<file path="config.mk">
export PLATFORM = sky130hd
export DESIGN_NAME = pc_fetch_unit_flat
export DESIGN_NICKNAME = d
export VERILOG_FILES = /design/src/rtl/pc_fetch_if.sv /design/src/rtl/pc_fetch_unit.sv /design/src/flat_wrapper.sv
export SDC_FILE = /design/constraint.sdc
export NUM_CORES = 1
export LEC_CHECK = 0
export ABC_AREA = 1
export BUFFER_PORTS_ARGS = -buffer_cell sky130_fd_sc_hd__buf_2
export CORE_ASPECT_RATIO = 1.2
export CORE_MARGIN = 2
export CORE_UTILIZATION = 47
export DETAILED_ROUTE_END_ITERATION = 10
export MAX_ROUTING_LAYER = met4
export PLACE_DENSITY = 0.79
export RECOVER_POWER = 50
export SLEW_MARGIN = 20
export SYNTH_ARGS = -nofsm -noshare
export SYNTH_HDL_FRONTEND = slang
export SYNTH_SLANG_ARGS = --single-unit
export TNS_END_PERCENT = 30
</file>
<file path="constraint.sdc">
create_clock -name clock -period 1.4 [get_ports clock]
set_input_delay 0.42 -clock clock [delete_from_list [all_inputs] [get_ports clock]]
set_output_delay 0.42 -clock clock [all_outputs]
set_load 0.005 [all_outputs]
</file>
<file path="src/rtl/pc_fetch_if.sv">
// Bus between the control unit side and the PC/fetch stage.
// Handshake: the stage has no valid/ready pair. It stalls on its own when halt
// is high in RUN, holds pc until a fresh in_button rising edge is seen, then
// emits in_strobe for one cycle. run_en is a level gate, not a handshake.
interface pc_fetch_if #(
  parameter int PC_WIDTH = 10
);
  logic                run_en;
  logic                desvio;
  logic                type_jr;
  logic                is_cond;
  logic                cond_ok;
  logic                halt;
  logic [PC_WIDTH-1:0] jump_target;
  logic [PC_WIDTH-1:0] jr_target;
  logic                in_button;
  logic [PC_WIDTH-1:0] pc;
  logic [PC_WIDTH-1:0] pc_plus1;
  logic                commit;
  logic                in_strobe;
  logic                waiting_in;
  logic [1:0]          state_dbg;

  modport master (
    output run_en, desvio, type_jr, is_cond, cond_ok, halt,
           jump_target, jr_target, in_button,
    input  pc, pc_plus1, commit, in_strobe, waiting_in, state_dbg
  );

  modport slave (
    input  run_en, desvio, type_jr, is_cond, cond_ok, halt,
           jump_target, jr_target, in_button,
    output pc, pc_plus1, commit, in_strobe, waiting_in, state_dbg
  );
endinterface

</file>
<file path="src/rtl/pc_fetch_unit.sv">
// Program counter and fetch sequencing: next-PC selection, IN-instruction
// stall on an operator button, and the commit strobe for architectural writes.
module pc_fetch_unit #(
  parameter int PC_WIDTH    = 10,
  parameter int RESET_PC    = 0,
  parameter int SYNC_STAGES = 2
) (
  input logic       clock,
  input logic       reset_n,
  pc_fetch_if.slave bus
);

  typedef enum logic [1:0] {
    ST_RUN     = 2'd0,
    ST_WAIT_IN = 2'd1,
    ST_ACK     = 2'd2
  } state_t;

  state_t                   state_q, state_d;
  logic [PC_WIDTH-1:0]      pc_q, pc_d;
  logic [PC_WIDTH-1:0]      pc_plus1;
  logic [PC_WIDTH-1:0]      next_pc;
  logic [SYNC_STAGES-1:0]   sync_q;
  logic [SYNC_STAGES-1:0]   fill_q;
  logic                     prev_q;
  logic                     btn_edge;
  logic                     commit_c;
  logic                     in_strobe_c;
  logic                     waiting_in_c;

  assign pc_plus1 = pc_q + PC_WIDTH'(1);

  // Button synchronizer plus a fill marker that tracks how many stages hold
  // post-reset samples.
  always_ff @(posedge clock or negedge reset_n) begin
    if (!reset_n) begin
      sync_q <= '0;
      fill_q <= '0;
    end else begin
      sync_q <= {sync_q[SYNC_STAGES-2:0], bus.in_button};
      fill_q <= {fill_q[SYNC_STAGES-2:0], 1'b1};
    end
  end

  // Previous-sample register. It stays at 1 until the synchronizer is filled,
  // so a button held through reset reads as "already high" and never edges.
  always_ff @(posedge clock or negedge reset_n) begin
    if (!reset_n) prev_q <= 1'b1;
    else if (!fill_q[SYNC_STAGES-1]) prev_q <= 1'b1;
    else prev_q <= sync_q[SYNC_STAGES-1];
  end

  assign btn_edge = sync_q[SYNC_STAGES-1] & ~prev_q;

  // Next-PC priority: JR, then taken jump/branch, then sequential.
  always_comb begin
    next_pc = pc_plus1;
    if (bus.type_jr && bus.desvio) next_pc = bus.jr_target;
    else if (bus.desvio && (!bus.is_cond || bus.cond_ok)) next_pc = bus.jump_target;
  end

  // State and PC registers.
  always_ff @(posedge clock or negedge reset_n) begin
    if (!reset_n) begin
      state_q <= ST_RUN;
      pc_q    <= PC_WIDTH'(RESET_PC);
    end else begin
      state_q <= state_d;
      pc_q    <= pc_d;
    end
  end

  // FSM next state and decoded outputs. A desvio wins over a simultaneous
  // halt, so a branch never stalls.
  always_comb begin
    state_d      = state_q;
    pc_d         = pc_q;
    commit_c     = 1'b0;
    in_strobe_c  = 1'b0;
    waiting_in_c = 1'b0;
    case (state_q)
      ST_RUN: begin
        if (bus.run_en) begin
          if (bus.halt && !bus.desvio) begin
            state_d = ST_WAIT_IN;
          end else begin
            commit_c = 1'b1;
            pc_d     = next_pc;
          end
        end
      end
      ST_WAIT_IN: begin
        waiting_in_c = 1'b1;
        if (btn_edge) state_d = ST_ACK;
      end
      ST_ACK: begin
        in_strobe_c = 1'b1;
        commit_c    = 1'b1;
        pc_d        = pc_plus1;
        state_d     = ST_RUN;
      end
      default: state_d = ST_RUN;
    endcase
  end

  assign bus.pc         = pc_q;
  assign bus.pc_plus1   = pc_plus1;
  assign bus.commit     = commit_c;
  assign bus.in_strobe  = in_strobe_c;
  assign bus.waiting_in = waiting_in_c;
  assign bus.state_dbg  = state_q;

endmodule

</file>
<file path="src/flat_wrapper.sv">
// flat-port wrapper written by rule: the top's interface ports become plain ports
module pc_fetch_unit_flat 
#(
  parameter int PC_WIDTH    = 10,
  parameter int RESET_PC    = 0,
  parameter int SYNC_STAGES = 2
)
  (clock, reset_n, bus_run_en, bus_desvio, bus_type_jr, bus_is_cond, bus_cond_ok, bus_halt, bus_jump_target, bus_jr_target, bus_in_button, bus_pc, bus_pc_plus1, bus_commit, bus_in_strobe, bus_waiting_in, bus_state_dbg);
  pc_fetch_if #(.PC_WIDTH(PC_WIDTH)) bus_i ();
  input logic clock;
  input logic reset_n;
  input wire logic [$bits(bus_i.run_en)-1:0] bus_run_en;
  input wire logic [$bits(bus_i.desvio)-1:0] bus_desvio;
  input wire logic [$bits(bus_i.type_jr)-1:0] bus_type_jr;
  input wire logic [$bits(bus_i.is_cond)-1:0] bus_is_cond;
  input wire logic [$bits(bus_i.cond_ok)-1:0] bus_cond_ok;
  input wire logic [$bits(bus_i.halt)-1:0] bus_halt;
  input wire logic [$bits(bus_i.jump_target)-1:0] bus_jump_target;
  input wire logic [$bits(bus_i.jr_target)-1:0] bus_jr_target;
  input wire logic [$bits(bus_i.in_button)-1:0] bus_in_button;
  output wire logic [$bits(bus_i.pc)-1:0] bus_pc;
  output wire logic [$bits(bus_i.pc_plus1)-1:0] bus_pc_plus1;
  output wire logic [$bits(bus_i.commit)-1:0] bus_commit;
  output wire logic [$bits(bus_i.in_strobe)-1:0] bus_in_strobe;
  output wire logic [$bits(bus_i.waiting_in)-1:0] bus_waiting_in;
  output wire logic [$bits(bus_i.state_dbg)-1:0] bus_state_dbg;
  assign bus_i.run_en = bus_run_en;
  assign bus_i.desvio = bus_desvio;
  assign bus_i.type_jr = bus_type_jr;
  assign bus_i.is_cond = bus_is_cond;
  assign bus_i.cond_ok = bus_cond_ok;
  assign bus_i.halt = bus_halt;
  assign bus_i.jump_target = bus_jump_target;
  assign bus_i.jr_target = bus_jr_target;
  assign bus_i.in_button = bus_in_button;
  assign bus_pc = bus_i.pc;
  assign bus_pc_plus1 = bus_i.pc_plus1;
  assign bus_commit = bus_i.commit;
  assign bus_in_strobe = bus_i.in_strobe;
  assign bus_waiting_in = bus_i.waiting_in;
  assign bus_state_dbg = bus_i.state_dbg;
  pc_fetch_unit #(.PC_WIDTH(PC_WIDTH), .RESET_PC(RESET_PC), .SYNC_STAGES(SYNC_STAGES)) u_core (.clock(clock), .reset_n(reset_n), .bus(bus_i));
endmodule
</file>
Word-level counts from Yosys, hierarchy flattened
Index checks and enable logic that the tools add are counted.

Div/mod/pow operators: 0. Multiplexer cells: 15. Shift operators: 0. Order comparisons: 0. Reductions and logical operators: 10. Add/subtract/negate cells: 1. Bitwise logic cells: 2. Multiply operators: 0. Eq/ne operators: 6.

Operator list (count): 10-bit two-way mux (4); 10-bit one-hot mux with 2 select lines (1); 10-bit by 1-bit adder with 10-bit output (second input constant) (1); 2-bit two-way mux (3); 3-bit AND reduction (2); 1-bit two-way mux (5); 2-bit by 1-bit != test with 1-bit output (second input constant) (2); 2-bit != test (second input constant) (2); 2-bit one-hot mux with 2 select lines (1); 1-bit logical AND (3); 2-bit by 1-bit equality test with 1-bit output (second input constant) (1); 2-bit equality test (second input constant) (1); 1-bit logical NOT (2); 2-bit logical NOT (1); 1-bit one-hot mux with 2 select lines (1); 2-bit nonzero test (1); 1-bit bitwise AND (1); 1-bit logical OR (1); 1-bit inverter (1).

Memory bits (read-only): 0. Latch bits: 0. Bits in registers: 17. Bits of input ports: 29. Memories: 0. Word-level logic and storage cells: 39. RAM bits: 0.

Depth between registers and ports, before layout
Depth after elaboration: 8. Mapped depth: 10. Gate-level depth less buffers: 9.

Worst setup path after synthesis
Ideal clock, no wire load.

Path type: reg-to-output. From: reg u_core.pc_q[0] (netlist: u_core.bus.pc[0]). To: out bus_pc_plus1[8]. Required time: 980 ps. Data arrival time: 976 ps. Slack: 4 ps. Stages on the path, launching flop included: 7. Cells stage by stage: dfrtp_1 ha_1 nand2_1 inv_1 nand3_1 nand2_1 nand2_1.

Cells in the longest elaborated chain, start to end: 1.

RTL lines: from (decl) (RTL line pc_fetch_unit.sv:20) `logic [PC_WIDTH-1:0] pc_q, pc_d;`; from (signal assigned) (RTL line pc_fetch_unit.sv:66) `pc_q <= PC_WIDTH'(RESET_PC);`; from (signal assigned) (RTL line pc_fetch_unit.sv:69) `pc_q <= pc_d;`; 10-bit by 1-bit adder with 10-bit output (RTL line pc_fetch_unit.sv:31) `assign pc_plus1 = pc_q + PC_WIDTH'(1);`; to (decl) (RTL line flat_wrapper.sv:22) `output wire logic [$bits(bus_i.pc_plus1)-1:0] bus_pc_plus1;`.

No other way between the ends.

Final worst setup path
From: reg u_core.pc_q[0] (netlist: u_core.bus.pc[0]). To: out bus_pc_plus1[4].

Same word-level chain as after synthesis.

==> impl_results.md <==
* Status: finished, violations left
* Violated checks: setup timing
* Min cycle time layout at 1.81 ns
* ANT cells at 0
* Seq cells post-synth at 17
* Worst Setup SP: u_core.bus.pc[0]
* Total wire length at between 3 and 4 mm
* Global-route wire length before repair at 5.80 mm
* Area after DPL at 1730 µm²
* Netlist Area Pre-Place at approximately 1300 µm²
* Die Height at around 60 µm
* Final hold viol count at 0
* Post-synth top cells: 69 x nand2_1, 28 x inv_1, 24 x nand3_1
* P&R area growth vs syn at 56.2%
* Peak supply drop at 0.917 mV
* Die Wd at 51.2 µm
* Max cap viols at 0
* Endpoint class of the critical path: output pin
* Initial antenna violation count at 0
* Via density at 5.05
* IO Port Bufs at 53
* Relative slew slack at 34.5%
* Most frequent cell after synthesis: nand2_1
* Post-synth EDFFs at 0
* Post-Syn Area per Cell at 6.49 µm²
* Dpl ws at -0.171 ns
* Post-synthesis xor/xnor area fraction at 0%
* Primary FF master, synth: dfrtp_1
* Die area at 3110 µm²
* # rows at 20
* Clock tree buffer depth at 2
* Fmax at between 500 and 600 MHz
* Yosys cell types at 30
* Design Area, Final at 1970 µm²
* Critical path endpoint: bus_pc_plus1[4]
* 1st-iter DRT viols at 52
* Detailed placement HPWL at 2.77 mm
* Hold crit path type: in2reg
* Clk_lat worst skew at 0.30 ns
* Post-synthesis async set-or-reset flop share at 100%
* DRT Pass-1 Iters at 4
* Synth Area in Adders at 0.994%
* Final setup vio count at 18
* Gr usage total at 25.6%
* Routability Congestion at around 0.89
* Compound-Gate Fraction of Synth Area at ~8.1%
* Critical path launch point type: flip-flop
* CTS root buf: clkbuf_4
* TritonCTS Buffers at 3
* Drt drc at 0
* Worst Tran Pin Value at between 0.9 and 1 ns
* WP data required at 0.98 ns
* Mux cell area share after synthesis at 0%
* Synth top area cells: dfrtp_1 32%, nand2_1 21%, nand3_1 9.5%
* RSZ-0062 raised after global routing: yes
* Yosys warns at 0
* Core region area at 2550 µm²
* Period utilization at 129%
* Initial Util at about half
* Clock-pin slew on the worst setup and hold paths at between 0.1 and 0.15 ns
* Worst Path Max Fanout at 5
* Top Ports at 54
* Power Density at approximately 1700 nW/µm²
* H-tree depth at 1
* Layout cell share with drive strength beyond 1 at between 40 and 50%
* Mapped Nets at 224
* CTS tree: built
* Fill count at around 200
* Max-slew violation count at 0
* Largest family of logic cells by synthesized area: simple AND/OR/NAND/NOR gates
* Post-synthesis sequential area ratio at 33.9%
* Arr. time, crit path at 1.39 ns
* Layout Utilization at 77.0%
* Post-route antenna net violation count at 0
* Worst Skew at between 0.004 and 0.005 ns
* Area leader, netlist: dfrtp_1
* CTS sink cnt at 17
* Leakage power figure at 0.00112 µW
* Worst R2R Path Depth at 9
* Post-Synth Simple-Gate Area at a little under half
* Reg2Reg Setup Slack at -0.12 ns
* Wire length per cell at 12.9 µm
* Vias at 1559
* Vias in the first global route at 1364
* Largest net degree at the start of global routing at 18
* R2r endpoint: u_core.bus.pc[2]
* Setup TNS at -4.24 ns
* Gate count of the mapped netlist at 194
* R2r startpoint: u_core.bus.pc[0]
* Grt total ovfl at 0
* Worst setup margin at -0.412 ns
* Area share of the largest cell type after synthesis at 31.8%
* Nets at between 300 and 400
* CP Class: reg2out
-- cells by family (layout without fill, tap and decap cells) --
logic type	after synthesis	count (layout)
other cells	1	1
fa+ha+maj	1	1
buf+inv	34	116
compound gates	17	17
flops	17	17
simple gates	124	124
-- through the flow --
| stage | hold WS [ns] | power, µW | cells |
|---|---|---|---|
| 5_1_grt | 0.218 | 3540 | 309 |
| 2_1_floorplan | 0.124 | 1590 | 194 |
| 3_5_place_dp | 0.339 | 2440 | 300 |
| 6_report | 0.225 | 3300 | 309 |
| 3_3_place_gp | 0.332 | 2400 | 300 |
| 4_1_cts | 0.0396 | 2770 | 304 |
-- layout by cell type, fill, tap and decap left out, types with 2 or more instances in the layout --
cell type	instances
a21oi_1	3
buf_2	45
buf_4	19
buf_6	14
clkbuf_1	2
clkbuf_4	3
dfrtp_1	12
dfrtp_2	4
inv_1	25
inv_2	4
inv_6	2
nand2_1	64
nand2_2	7
nand2_4	2
nand3_1	21
nand3_2	3
nor2_1	10
nor2_2	5
nor2_4	3
o211ai_1	3
o21ai_0	6
o21ai_1	2
or2_2	2
-- state kept, by name (all words and copies together), names as in the netlist --
register and count:
u_core.bus.pc 10, u_core.fill_q 2, u_core.sync_q 2, u_core.bus.state_dbg 2, u_core.prev_q 1
-- how the worst min path moves through the flow --
stage / from / endpoint / cells past startpoint / slack [ns]
floorplan: reset_n / u_core.bus.pc[0] / 0 / 0.12
global placement: u_core.fill_q[0] / u_core.fill_q[1] / 0 / 0.33
detailed placement: u_core.fill_q[0] / u_core.fill_q[1] / 0 / 0.34
CTS: reset_n / u_core.bus.state_dbg[0] / 1 / 0.04
global route: bus_in_button / u_core.sync_q[0] / 1 / 0.22
finish: bus_in_button / u_core.sync_q[0] / 1 / 0.22
-- layer usage --
layer / vias to the layer above / global-route usage [%] / part of all wire [%]
li1: 766 / - / -
met5: - / - / 0
met1: 728 / 29.1 / 40
met4: 0 / 8.65 / 1.7
met3: 9 / 1.97 / 4.4
met2: 56 / 47.7 / 54
-- where the power goes --
| part | switching, µW | internal (µW) | total [µW] |
|---|---|---|---|
| registers | 197 | 661 | 857 |
| clock network | 172 | 111 | 283 |
| logic | 1030 | 1130 | 2160 |
| total | 1400 | 1900 | 3300 |
-- worst max-delay path, stage by stage, from the launching register on --
cell and delay [ns]:
dfrtp_2 0.47, ha_4 0.18, nand2_4 0.10, inv_6 0.05, nand3b_1 0.09, nand2_1 0.07, buf_2 0.13
-- repair_timing --
| action | in CTS | in global routing |
|---|---|---|
| gates resized for setup | 10 | 35 |
| endpoints found under the setup margin | 19 | 26 |
| pin swaps | 1 | 9 |
| hold buffers | 0 | 0 |
| buffers inserted | 0 | 5 |
-- cell type report --
class / instances / area (µm²) / area share, %
Multi-Input combinational cell: 143 / 785 / 39.9
Timing Repair Buffer: 80 / 549 / 27.9
Sequential cell: 17 / 432 / 22.0
Inverter: 32 / 133 / 6.75
Tap cell: 33 / 41.3 / 2.10
Clock buffer: 4 / 26.3 / 1.34
No activity file was read; power rests on OpenSTA's default activity.
